$ cat config.mk
export PLATFORM = sky130hd
export DESIGN_NAME = qspi_sram_arbiter
export DESIGN_NICKNAME = d
export VERILOG_FILES = /design/src/rtl/qspi_arb_pkg.sv /design/src/rtl/arb_starve_counter.sv /design/src/rtl/qspi_sram_arbiter.sv
export SDC_FILE = /design/constraint.sdc
export NUM_CORES = 1
export LEC_CHECK = 0
export CAP_MARGIN = 25
export CORE_MARGIN = 2
export CORE_UTILIZATION = 42
export CTS_BUF_LIST = sky130_fd_sc_hd__clkbuf_4 sky130_fd_sc_hd__clkbuf_8 sky130_fd_sc_hd__clkbuf_16
export DETAILED_ROUTE_END_ITERATION = 12
export PLACE_DENSITY = 0.89
export SYNTH_ARGS = -nofsm -noshare
export SYNTH_HDL_FRONTEND = slang
export SYNTH_HIERARCHICAL = 1
export SYNTH_SLANG_ARGS = --single-unit
$ cat constraint.sdc
create_clock -name clk -period 3.5 [get_ports clk]
set_clock_uncertainty 0.05 [all_clocks]
set_input_delay 1.05 -clock clk [delete_from_list [all_inputs] [get_ports clk]]
set_output_delay 1.05 -clock clk [all_outputs]
set_load 0.03 [all_outputs]
$ cat src/rtl/qspi_arb_pkg.sv
// Shared types and constants for the QSPI SRAM arbiter: FSM states, owner IDs and default limits.
package qspi_arb_pkg;

    typedef enum logic [1:0] {
        IDLE  = 2'd0,
        ISSUE = 2'd1,
        WAIT  = 2'd2
    } arb_state_t;

    localparam logic OWNER_D = 1'b0;
    localparam logic OWNER_C = 1'b1;

    localparam int DEF_STARVE_LIMIT   = 4;
    localparam int DEF_TIMEOUT_CYCLES = 1024;

endpackage

$ cat src/rtl/arb_starve_counter.sv
// Bounded-starvation tracker: counts D grants taken while C waits and decides when C must win.
module arb_starve_counter
    import qspi_arb_pkg::*;
#(
    parameter int STARVE_LIMIT = DEF_STARVE_LIMIT
) (
    input  logic clk,
    input  logic reset,
    input  logic idle,
    input  logic d_req,
    input  logic c_req,
    input  logic grant_valid,
    input  logic grant_owner,
    output logic select_c
);

    localparam logic [3:0] CNT_LIMIT = 4'(STARVE_LIMIT);

    logic [3:0] starve_cnt;

    // C is only picked when it is actually requesting, so a saturated count never grants an idle C.
    assign select_c = c_req && ((starve_cnt == CNT_LIMIT) || !d_req);

    // Saturating count of D grants that overtook a waiting C.
    always_ff @(posedge clk or posedge reset) begin
        if (reset) begin
            starve_cnt <= 4'd0;
        end else if (grant_valid && (grant_owner == OWNER_C)) begin
            starve_cnt <= 4'd0;
        end else if (grant_valid && c_req) begin
            if (starve_cnt != CNT_LIMIT) begin
                starve_cnt <= starve_cnt + 4'd1;
            end else begin
                starve_cnt <= starve_cnt;
            end
        end else if (idle && !c_req) begin
            starve_cnt <= 4'd0;
        end else begin
            starve_cnt <= starve_cnt;
        end
    end

endmodule

$ cat src/rtl/qspi_sram_arbiter.sv
// Two-requester arbiter (display D, CPU C) in front of a single-word QSPI SRAM controller.
// Define QSPI_SRAM_ARB_TIMEOUT_EN to add a watchdog that aborts a WAIT lasting TIMEOUT_CYCLES.
module qspi_sram_arbiter
    import qspi_arb_pkg::*;
#(
    parameter int ADDR_WIDTH     = 17,
    parameter int DATA_WIDTH     = 16,
    parameter int STARVE_LIMIT   = DEF_STARVE_LIMIT,
    parameter int TIMEOUT_CYCLES = DEF_TIMEOUT_CYCLES
) (
    input  logic                  clk,
    input  logic                  reset,
    input  logic                  d_req,
    input  logic [ADDR_WIDTH-1:0] d_addr,
    output logic                  d_ack,
    output logic                  d_done,
    output logic [DATA_WIDTH-1:0] d_rdata,
    input  logic                  c_req,
    input  logic                  c_we,
    input  logic [ADDR_WIDTH-1:0] c_addr,
    input  logic [DATA_WIDTH-1:0] c_wdata,
    output logic                  c_ack,
    output logic                  c_done,
    output logic [DATA_WIDTH-1:0] c_rdata,
    output logic                  mem_start,
    output logic                  mem_we,
    output logic [ADDR_WIDTH-1:0] mem_addr,
    output logic [DATA_WIDTH-1:0] mem_wdata,
    input  logic                  mem_busy,
    input  logic                  mem_done,
    input  logic [DATA_WIDTH-1:0] mem_rdata,
    output logic                  err
);

    arb_state_t state;
    logic       owner;
    logic       select_c;
    logic       grant_valid;

`ifdef QSPI_SRAM_ARB_TIMEOUT_EN
    localparam int WDOG_W = $clog2(TIMEOUT_CYCLES + 1);
    localparam logic [WDOG_W-1:0] WDOG_LAST = WDOG_W'(TIMEOUT_CYCLES - 1);
    logic [WDOG_W-1:0] wdog;
`else
    logic unused_timeout;
    assign unused_timeout = (TIMEOUT_CYCLES > 32'sd0);
`endif

    assign grant_valid = (state == IDLE) && !mem_busy && (d_req || c_req);

    arb_starve_counter #(
        .STARVE_LIMIT(STARVE_LIMIT)
    ) u_starve (
        .clk        (clk),
        .reset      (reset),
        .idle       (state == IDLE),
        .d_req      (d_req),
        .c_req      (c_req),
        .grant_valid(grant_valid),
        .grant_owner(select_c),
        .select_c   (select_c)
    );

    // Transaction sequencer; every output is a register, pulses default low each cycle.
    always_ff @(posedge clk or posedge reset) begin
        if (reset) begin
            state     <= IDLE;
            owner     <= OWNER_D;
            d_ack     <= 1'b0;
            d_done    <= 1'b0;
            d_rdata   <= '0;
            c_ack     <= 1'b0;
            c_done    <= 1'b0;
            c_rdata   <= '0;
            mem_start <= 1'b0;
            mem_we    <= 1'b0;
            mem_addr  <= '0;
            mem_wdata <= '0;
            err       <= 1'b0;
`ifdef QSPI_SRAM_ARB_TIMEOUT_EN
            wdog      <= '0;
`endif
        end else begin
            d_ack     <= 1'b0;
            d_done    <= 1'b0;
            c_ack     <= 1'b0;
            c_done    <= 1'b0;
            mem_start <= 1'b0;
            err       <= 1'b0;
            case (state)
                IDLE: begin
                    if (grant_valid) begin
                        state     <= ISSUE;
                        owner     <= select_c;
                        mem_start <= 1'b1;
                        if (select_c == OWNER_C) begin
                            c_ack     <= 1'b1;
                            mem_we    <= c_we;
                            mem_addr  <= c_addr;
                            mem_wdata <= c_wdata;
                        end else begin
                            d_ack     <= 1'b1;
                            mem_we    <= 1'b0;
                            mem_addr  <= d_addr;
                            mem_wdata <= '0;
                        end
                    end else begin
                        state <= IDLE;
                    end
                end
                ISSUE: begin
                    // The controller never finishes in the start cycle, so mem_done is not looked at here.
                    state <= WAIT;
`ifdef QSPI_SRAM_ARB_TIMEOUT_EN
                    wdog  <= '0;
`endif
                end
                WAIT: begin
                    if (mem_done) begin
                        state <= IDLE;
                        if (owner == OWNER_C) begin
                            c_done <= 1'b1;
                            if (!mem_we) begin
                                c_rdata <= mem_rdata;
                            end else begin
                                c_rdata <= c_rdata;
                            end
                        end else begin
                            d_done  <= 1'b1;
                            d_rdata <= mem_rdata;
                        end
`ifdef QSPI_SRAM_ARB_TIMEOUT_EN
                    end else if (wdog == WDOG_LAST) begin
                        state <= IDLE;
                        err   <= 1'b1;
                        if (owner == OWNER_C) begin
                            c_done  <= 1'b1;
                            c_rdata <= '0;
                        end else begin
                            d_done  <= 1'b1;
                            d_rdata <= '0;
                        end
                    end else begin
                        wdog <= wdog + WDOG_W'(1);
                    end
`else
                    end else begin
                        state <= WAIT;
                    end
`endif
                end
                default: begin
                    state <= IDLE;
                end
            endcase
        end
    end

endmodule
# Word-level counts from Yosys, hierarchy flattened
# Index checks and enable logic that the tools add are counted.
# word_totals
reg_bits	78
inputBits	73
wordCells	62
# classes
n_addsub	1
n_eq_ne	5
muxes	24
n_bitwise	2
reduce_logical	17
# ops
op	n
17-bit 2-to-1 mux	1
1-bit 2-to-1 mux	16
16-bit 2-to-1 mux	1
4-bit 2-to-1 mux	4
1-bit logical AND	6
2-bit one-hot mux with 3 select lines	1
4-bit by 1-bit adder with 4-bit output (second input constant)	1
4-bit by 3-bit equality test with 1-bit output (second input constant)	1
4-bit by 3-bit inequality test with 1-bit output (second input constant)	1
2-bit AND reduction	2
4-bit AND reduction	1
1-bit zero test	3
3-bit by 2-bit inequality test with 1-bit output (second input constant)	1
3-bit AND reduction	1
3-bit nonzero test	1
2-bit by 1-bit equality test with 1-bit output (second input constant)	1
2-bit equality test (second input constant)	1
2-bit zero test	1
1-bit logical OR	2
2-bit 2-to-1 mux	1
1-bit inverter	2

# Depth between registers and ports, before layout
# Gate-level depths: netlist (run 1).
# logic_depth
ltp_word	6
ltp_mapped	9
ltp_nobuf	7

# By module
# The synthesis (run 1) kept the hierarchy.
# modules_own_cells
mod	n_inst	cells_per_inst	area_each_um2	seq_area_each_um2
qspi_sram_arbiter	1	217	3098.0	1826.8
arb_starve_counter	1	31	296.5	100.1

# Worst setup path before layout (run 1)
# OpenSTA, ideal clock, no wires.
# synth_path
path_type	input to register
start	in c_req
end	reg mem_addr[0]
setup_time_ns	0.125
arrival_ns	2.464
path_slack_ns	0.861
path_stages	5
path_buffers	2
cell_sequence	a21boi_0 -> buf_2 -> buf_2 -> mux2_2 -> mux2_2
# synth_via
elab_chain_cells	3
# synth_rtl
element	line_no	text
from (decl)	qspi_sram_arbiter.sv:18	input logic c_req,
1-bit logical OR	qspi_sram_arbiter.sv:49	assign grant_valid = (state == IDLE) && !mem_busy && (d_req || c_req);
1-bit logical AND	qspi_sram_arbiter.sv:49	
2-bit AND reduction (no source line)	n/a	
to (signal assigned)	qspi_sram_arbiter.sv:99	mem_addr <= c_addr;
to (signal assigned)	qspi_sram_arbiter.sv:104	mem_addr <= d_addr;
to (decl)	qspi_sram_arbiter.sv:27	output logic [ADDR_WIDTH-1:0] mem_addr,
# Parallel ways exist; a longest one is shown, timed or not.
# A chain may end at the register's enable or synchronous reset.

# Worst setup path after layout (run 1)
# layout_path
start	reg mem_start
end	out mem_start
# layout_rtl
element	line_no	text
from (decl)	qspi_sram_arbiter.sv:25	output logic mem_start,
from (signal assigned)	qspi_sram_arbiter.sv:75	mem_start <= 1'b0;
from (signal assigned)	qspi_sram_arbiter.sv:88	mem_start <= 1'b0;
from (signal assigned)	qspi_sram_arbiter.sv:95	mem_start <= 1'b1;
# No word-level cell between the ends.

==> results of run 1 <==
-- flip-flops by register name, summed over array words and instances (netlist names), 4 cells and up --
signal               count
mem_addr                17
c_rdata                 16
d_rdata                 16
mem_wdata               16
u_starve/starve_cnt      4
-- where the power goes --
part           internal (mW)  switching (mW)
Clock                  0.264           0.322
Combinational          0.963            1.05
Sequential              1.23           0.197
-- cell usage after synthesis, drive strengths merged --
| library cell | count | share of area, % |
|---|---|---|
| a2111oi | 1 | 0.44 |
| clkbuf | 2 | 0.22 |
| a21boi | 1 | 0.22 |
| nor2 | 2 | 0.22 |
| inv | 23 | 2.5 |
| mux2i | 18 | 5.3 |
| and2 | 3 | 0.63 |
| a32oi | 1 | 0.26 |
| nor4 | 2 | 0.37 |
| nor2b | 1 | 0.18 |
| nand3b | 1 | 0.22 |
| o21ai | 1 | 0.15 |
| ha | 2 | 0.74 |
| nand2 | 20 | 2.2 |
| nand3 | 2 | 0.29 |
| nand2b | 3 | 0.77 |
| and3b | 2 | 0.55 |
| and4b | 1 | 0.29 |
| buf | 11 | 2.5 |
| xor2 | 1 | 0.26 |
| o22ai | 1 | 0.18 |
| o2111ai | 1 | 0.26 |
| and4bb | 1 | 0.37 |
| a31o | 1 | 0.26 |
| a32o | 1 | 0.29 |
| dfrtp | 77 | 57 |
| conb | 1 | 0.11 |
| mux2 | 67 | 23 |
-- per-layer routing --
layer / part of all wire, % / GRT usage [%] / up-vias
li1: - / - / 1130
met4: 1.4 / 6.88 / 0
met2: 52 / 33.1 / 78
met5: 0 / 0 / -
met3: 4.2 / 3.85 / 10
met1: 42 / 23.5 / 1212
-- how the worst max path moves through the flow --
stage,start,to,slack (ns)
2_1_floorplan,reset,c_ack$_DFF_PP0_,0.55
3_3_place_gp,c_req,mem_addr[1]$_DFFE_PP0P_,0.61
3_5_place_dp,c_req,mem_addr[1]$_DFFE_PP0P_,0.56
4_1_cts,mem_start$_DFF_PP0_,mem_start,0.85
5_1_grt,mem_start$_DFF_PP0_,mem_start,0.80
6_report,mem_start$_DFF_PP0_,mem_start,0.87
-- cells by family (layout without fill, tap and decap cells) --
group / Yosys count / in the layout
compound gates: 8 / 8
xor+xnor: 1 / 1
other cells: 1 / 1
simple gates: 38 / 38
buf+inv: 36 / 187
fa+ha+maj: 2 / 2
flops: 77 / 77
mux: 85 / 85
-- area by class of cell --
type	count	area (µm²)
fillers	603	2670
flip-flops and latches	77	1930
repair buffers	148	1480
multi-input cells	135	1310
clock buffers	10	131
well taps	102	128
inverters	23	86.3
clock inverters	6	40.0
==> impl_metrics.yaml, run 1 <==
outcome:
  outcome: "complete, no violations"
synthesis:
  ys_types: 35
  synthCells: 248
  syn_area_per_cell_um2: 13.7
  ys_warn_count: 6
  ys_ff_latch: 77
  synth_top_family_by_area: "multiplexers"
  synth_fa_ha_area_share_pct: 0.737
  synthMuxAreaShare_pct: 28.6
  synthXorXnorAreaFrac_pct: 0.258
  synth_compound_area_share_pct: 2.06
  syn_area_mm2: 0.00339
  syn-num-nets: 323
  synth-simple-area-share_pct: 6.12
  yosysSeqAreaShare_pct: 56.8
setup_path:
  path_delay_family: "buffers and inverters"
  path_buf_inv: 1
  r2r_slack_ns: 1.36
  r2r-start: "u_starve/starve_cnt[0]$_DFFE_PP0P_"
  ff2ff_path_depth: 7
  worst-setup-path-type: "register to output pin"
  cp_slowest_stage_delay_ns: 0.72
  critPathArrivalTime_ns: 1.53
  cp_slowest_cell: "clkdlybuf4s50_1"
  end_kind: "output pin"
  cp_max_fo: 7
  crit_cells: 1
  cp-start-kind: "register"
  r2r_end: "mem_addr[1]$_DFFE_PP0P_"
  cp.required_ns: 2.40
  crit_chain: "clkdlybuf4s50_1"
sta:
  tns_ns: 0
  fin_ws_ns: 0.872
  slew_violations: 0
  slew-limit-headroom_pct: 63.2
  rsz0062_at_grt: "no"
  post-route-period-util_pct: 75.1
  hold_viol: 0
  post-route-min-period_ns: 2.63
  worst_hold_slack_ns: 0.455
  tightest_slew_ns: 0.552
  fmax_mhz: 381
  setup_viol: 0
global_route:
  antenna_found_initial: 0
  grt_max_degree: 45
  grt_pass1_wl_um: 13000
  grt_usage_pct: 19.1
  grt_overflow: 0
  grt_pass1_vias: 2631
cts:
  cts_hold_buf: 0
  cts-root-buf: "clkbuf_8"
  cts_buffers: 9
  cts_setup_buffers: 0
  htree_num_levels: 3
  clkTransAtPathRegs_ns: 0.07
  cts_tree: "done"
  clock-sinks: 77
  cts_resized: 0
  cts_buffer_depth: 2
  clk-insertion-delay-late_ns: 0.33
power_and_ir_drop:
  p_per_area_mw_per_mm2: 789
  power_mw: 4.02
  vdd_drop_max_uv: 372
  leakagePower_nw: 2.15
job:
  drv_cap: 0
floorplanning:
  initial_utilization_pct: 43.7
  core_mm2: 0.00777
  die-width_um: 93.9
  die_area_mm2: 0.00882
  num_io_pins: 145
  rows: 32
  die_h_um: 93.9
placement:
  dp_slack_ns: 0.556
  detailed_place_hpwl_um: 5930
  place_area_mm2: 0.00493
  dp_cells: 485
  place_congestion: 0.842
  port_buffers: 143
layout:
  final_cells: 501
  utilization_pct: 65.6
  drive_gt1_share_pct: 24.1
  design_area_mm2: 0.00510
  layout_commonest_cell: "clkdlybuf4s50_1"
  layout.nets: 469
  syn2layout_area_growth_pct: 50.2
  layout_common_cells: "clkdlybuf4s50_1, dfrtp_1, mux2_2"
  diodes: 0
worst_hold_path:
  hold_class: "register to register"
  worstHoldEndpoint: "d_rdata[0]$_DFFE_PP0P_"
  hold-path-cell-count: 1
  hold_path_startpoint: "d_rdata[0]$_DFFE_PP0P_"
routing:
  drt_iter0_drc: 61
  vias: 2430
  wl_per_cell_um: 16.2
  routed_wl_um: 8130
  vias_per_cell: 4.85
  first_pass_iters: 4
  route.detailed.drc: 0
  antenna_left: 0
Power figures use the tool's default switching activity.
==> run 2: changes to the inputs <==
--- a/config.mk
+++ b/config.mk
@@ -7,10 +7,10 @@
 export LEC_CHECK = 0
 export CAP_MARGIN = 25
 export CORE_MARGIN = 2
-export CORE_UTILIZATION = 42
+export CORE_UTILIZATION = 38
 export CTS_BUF_LIST = sky130_fd_sc_hd__clkbuf_4 sky130_fd_sc_hd__clkbuf_8 sky130_fd_sc_hd__clkbuf_16
 export DETAILED_ROUTE_END_ITERATION = 12
-export PLACE_DENSITY = 0.89
+export PLACE_DENSITY = 0.86
 export SYNTH_ARGS = -nofsm -noshare
 export SYNTH_HDL_FRONTEND = slang
 export SYNTH_HIERARCHICAL = 1
==> constraint.sdc (replaced) <==
create_clock -name clk -period 2.3 [get_ports clk]
set_clock_uncertainty 0.05 [all_clocks]
set_input_delay 0.69 -clock clk [delete_from_list [all_inputs] [get_ports clk]]
set_output_delay 0.69 -clock clk [all_outputs]
set_load 0.03 [all_outputs]
==> impl_metrics.yaml, run 2 (same netlist as run 1, synthesis figures left out) <==
layout:
  top_register: "mem_addr"
  drive_gt1_share_pct: 25.2
  syn2layout_area_growth_pct: 55.4
  n_fill_cell: 705
  utilization_pct: 60.8
  layout.nets: 475
  layout_common_cells: "clkdlybuf4s50_1, dfrtp_1, mux2_2"
  diodes: 0
  layout_commonest_cell: "clkdlybuf4s50_1"
  largest_reg_flops: 17
global_route:
  grt_pass1_wl_um: 13200
  grt_pass1_vias: 2697
  grt_overflow: 0
  grt_usage_pct: 16.9
  grt_max_degree: 74
  antenna_found_initial: 0
floorplanning:
  die-width_um: 98.5
  die_h_um: 98.5
  initial_utilization_pct: 39.1
  num_io_pins: 145
  die_area_mm2: 0.00971
  core_mm2: 0.00868
  rows: 34
sta:
  slew_violations: 0
  post-route-min-period_ns: 2.14
  hold_viol: 0
  rsz0062_at_grt: "no"
  post-route-period-util_pct: 93.2
  fmax_mhz: 467
  worst_hold_slack_ns: 0.459
  setup_viol: 0
  tns_ns: 0
placement:
  detailed_place_hpwl_um: 5730
  port_buffers: 143
  place_congestion: 0.792
setup_path:
  crit_chain: "clkdlybuf4s50_1"
  cp_slowest_stage_delay_ns: 0.70
  r2r_slack_ns: 0.22
  cp-start-kind: "register"
  path_delay_family: "buffers and inverters"
  path_buf_inv: 1
  cp.required_ns: 1.56
  cp_max_fo: 2
  cp_slowest_cell: "clkdlybuf4s50_1"
  worst-setup-path-type: "register to output pin"
  critPathArrivalTime_ns: 1.40
  end_kind: "output pin"
cts:
  cts-root-buf: "clkbuf_8"
  cts_hold_buf: 0
  cts_setup_buffers: 0
  cts_tree: "done"
  cts_buffer_depth: 2
  cts_buffers: 9
  clk-insertion-delay-late_ns: 0.33
  clkTransAtPathRegs_ns: 0.08
  clock-sinks: 77
  htree_num_levels: 3
routing:
  first_pass_iters: 4
  vias_per_cell: 4.73
  route.detailed.drc: 0
  wl_per_cell_um: 15.4
  vias: 2426
  routed_wl_um: 7910
  antenna_left: 0
  drt_iter0_drc: 52
outcome:
  outcome: "complete, no violations"
power_and_ir_drop:
  p_per_area_mw_per_mm2: 1230
  leakagePower_nw: 2.23
  vdd_drop_max_uv: 533
job:
  drv_cap: 0
worst_hold_path:
  hold_class: "register to register"
-- run 2: changes by cell type in the layout (fill, tap and decap cells not counted) --
| cell | delta |
|---|---|
| bufinv_16 | +3 |
| dlygate4sd2_1 | +1 |
| clkinv_2 | -2 |
| clkinv_4 | -1 |
| buf_12 | +4 |
| buf_4 | +2 |
| inv_2 | -1 |
| clkinvlp_4 | +1 |
| clkdlybuf4s50_1 | -1 |
-- run 2: routing by layer --
layer / share of wire [%] / vias to the layer above / global-route usage [%]
li1: - / 1133 / -
met2: 53 / 79 / 30.2
met5: 0 / - / 0
met4: 0.61 / 0 / 5.37
met1: 41 / 1210 / 20.1
met3: 5.4 / 4 / 4.11
-- run 2: repair_timing --
| action | 4_1_cts | 5_1_grt |
|---|---|---|
| setup endpoints to repair | 1 | 0 |
| gates resized for setup | 1 | 0 |
| endpoints found under the hold margin | 0 | 0 |
-- run 2: cell type report --
class | instances | area, µm² | share of cell area (%)
multi-input cells | 135 | 1310 | 24.7
flip-flops and latches | 77 | 1930 | 36.5
repair buffers | 154 | 1580 | 29.9
well taps | 108 | 135 | 2.56
inverters | 23 | 90.1 | 1.71
clock inverters | 6 | 111 | 2.11
clock buffers | 10 | 131 | 2.49
-- run 2: stage by stage --
stage	setup WS, ns	cell area [µm²]	std cells	total power [mW]
after floorplan	0.0942	3400	248	3.93
after global placement	-0.0494	5030	497	5.23
after detailed placement	-0.0859	5030	497	5.31
after CTS	0.125	5280	513	6.56
after global routing	0.0929	5280	513	6.81
final	0.156	5280	513	6.47
-- run 2: worst reg2reg max path: stages (launching register included) --
cell and delay [ns]:
dfrtp_1 0.43, inv_1 0.08, ha_1 0.18, nand3b_1 0.20, a21boi_4 0.25, buf_12 0.18, mux2_2 0.35, mux2_2 0.26
-- run 2: power breakdown --
| group | total (mW) | switching (mW) | internal [mW] | leakage, nW |
|---|---|---|---|---|
| registers | 2.16 | 0.292 | 1.87 | 0.965 |
| clock network | 1.22 | 0.484 | 0.733 | 0.120 |
| logic | 3.09 | 1.59 | 1.50 | 1.14 |
| total | 6.47 | 2.37 | 4.11 | 2.23 |
-- run 2: worst paths after layout --
kind | start | end | cells after the start
min in group asynchronous | reset | u_starve/starve_cnt[1]$_DFFE_PP0P_ | 2
max reg2reg | u_starve/starve_cnt[0]$_DFFE_PP0P_ | mem_addr[5]$_DFFE_PP0P_ | 7
min | c_rdata[15]$_DFFE_PP0P_ | c_rdata[15]$_DFFE_PP0P_ | 1
max in group asynchronous | reset | mem_addr[0]$_DFFE_PP0P_ | 3
min reg2reg | c_rdata[15]$_DFFE_PP0P_ | c_rdata[15]$_DFFE_PP0P_ | 1
max | mem_wdata[14]$_DFFE_PP0P_ | mem_wdata[14] | 1
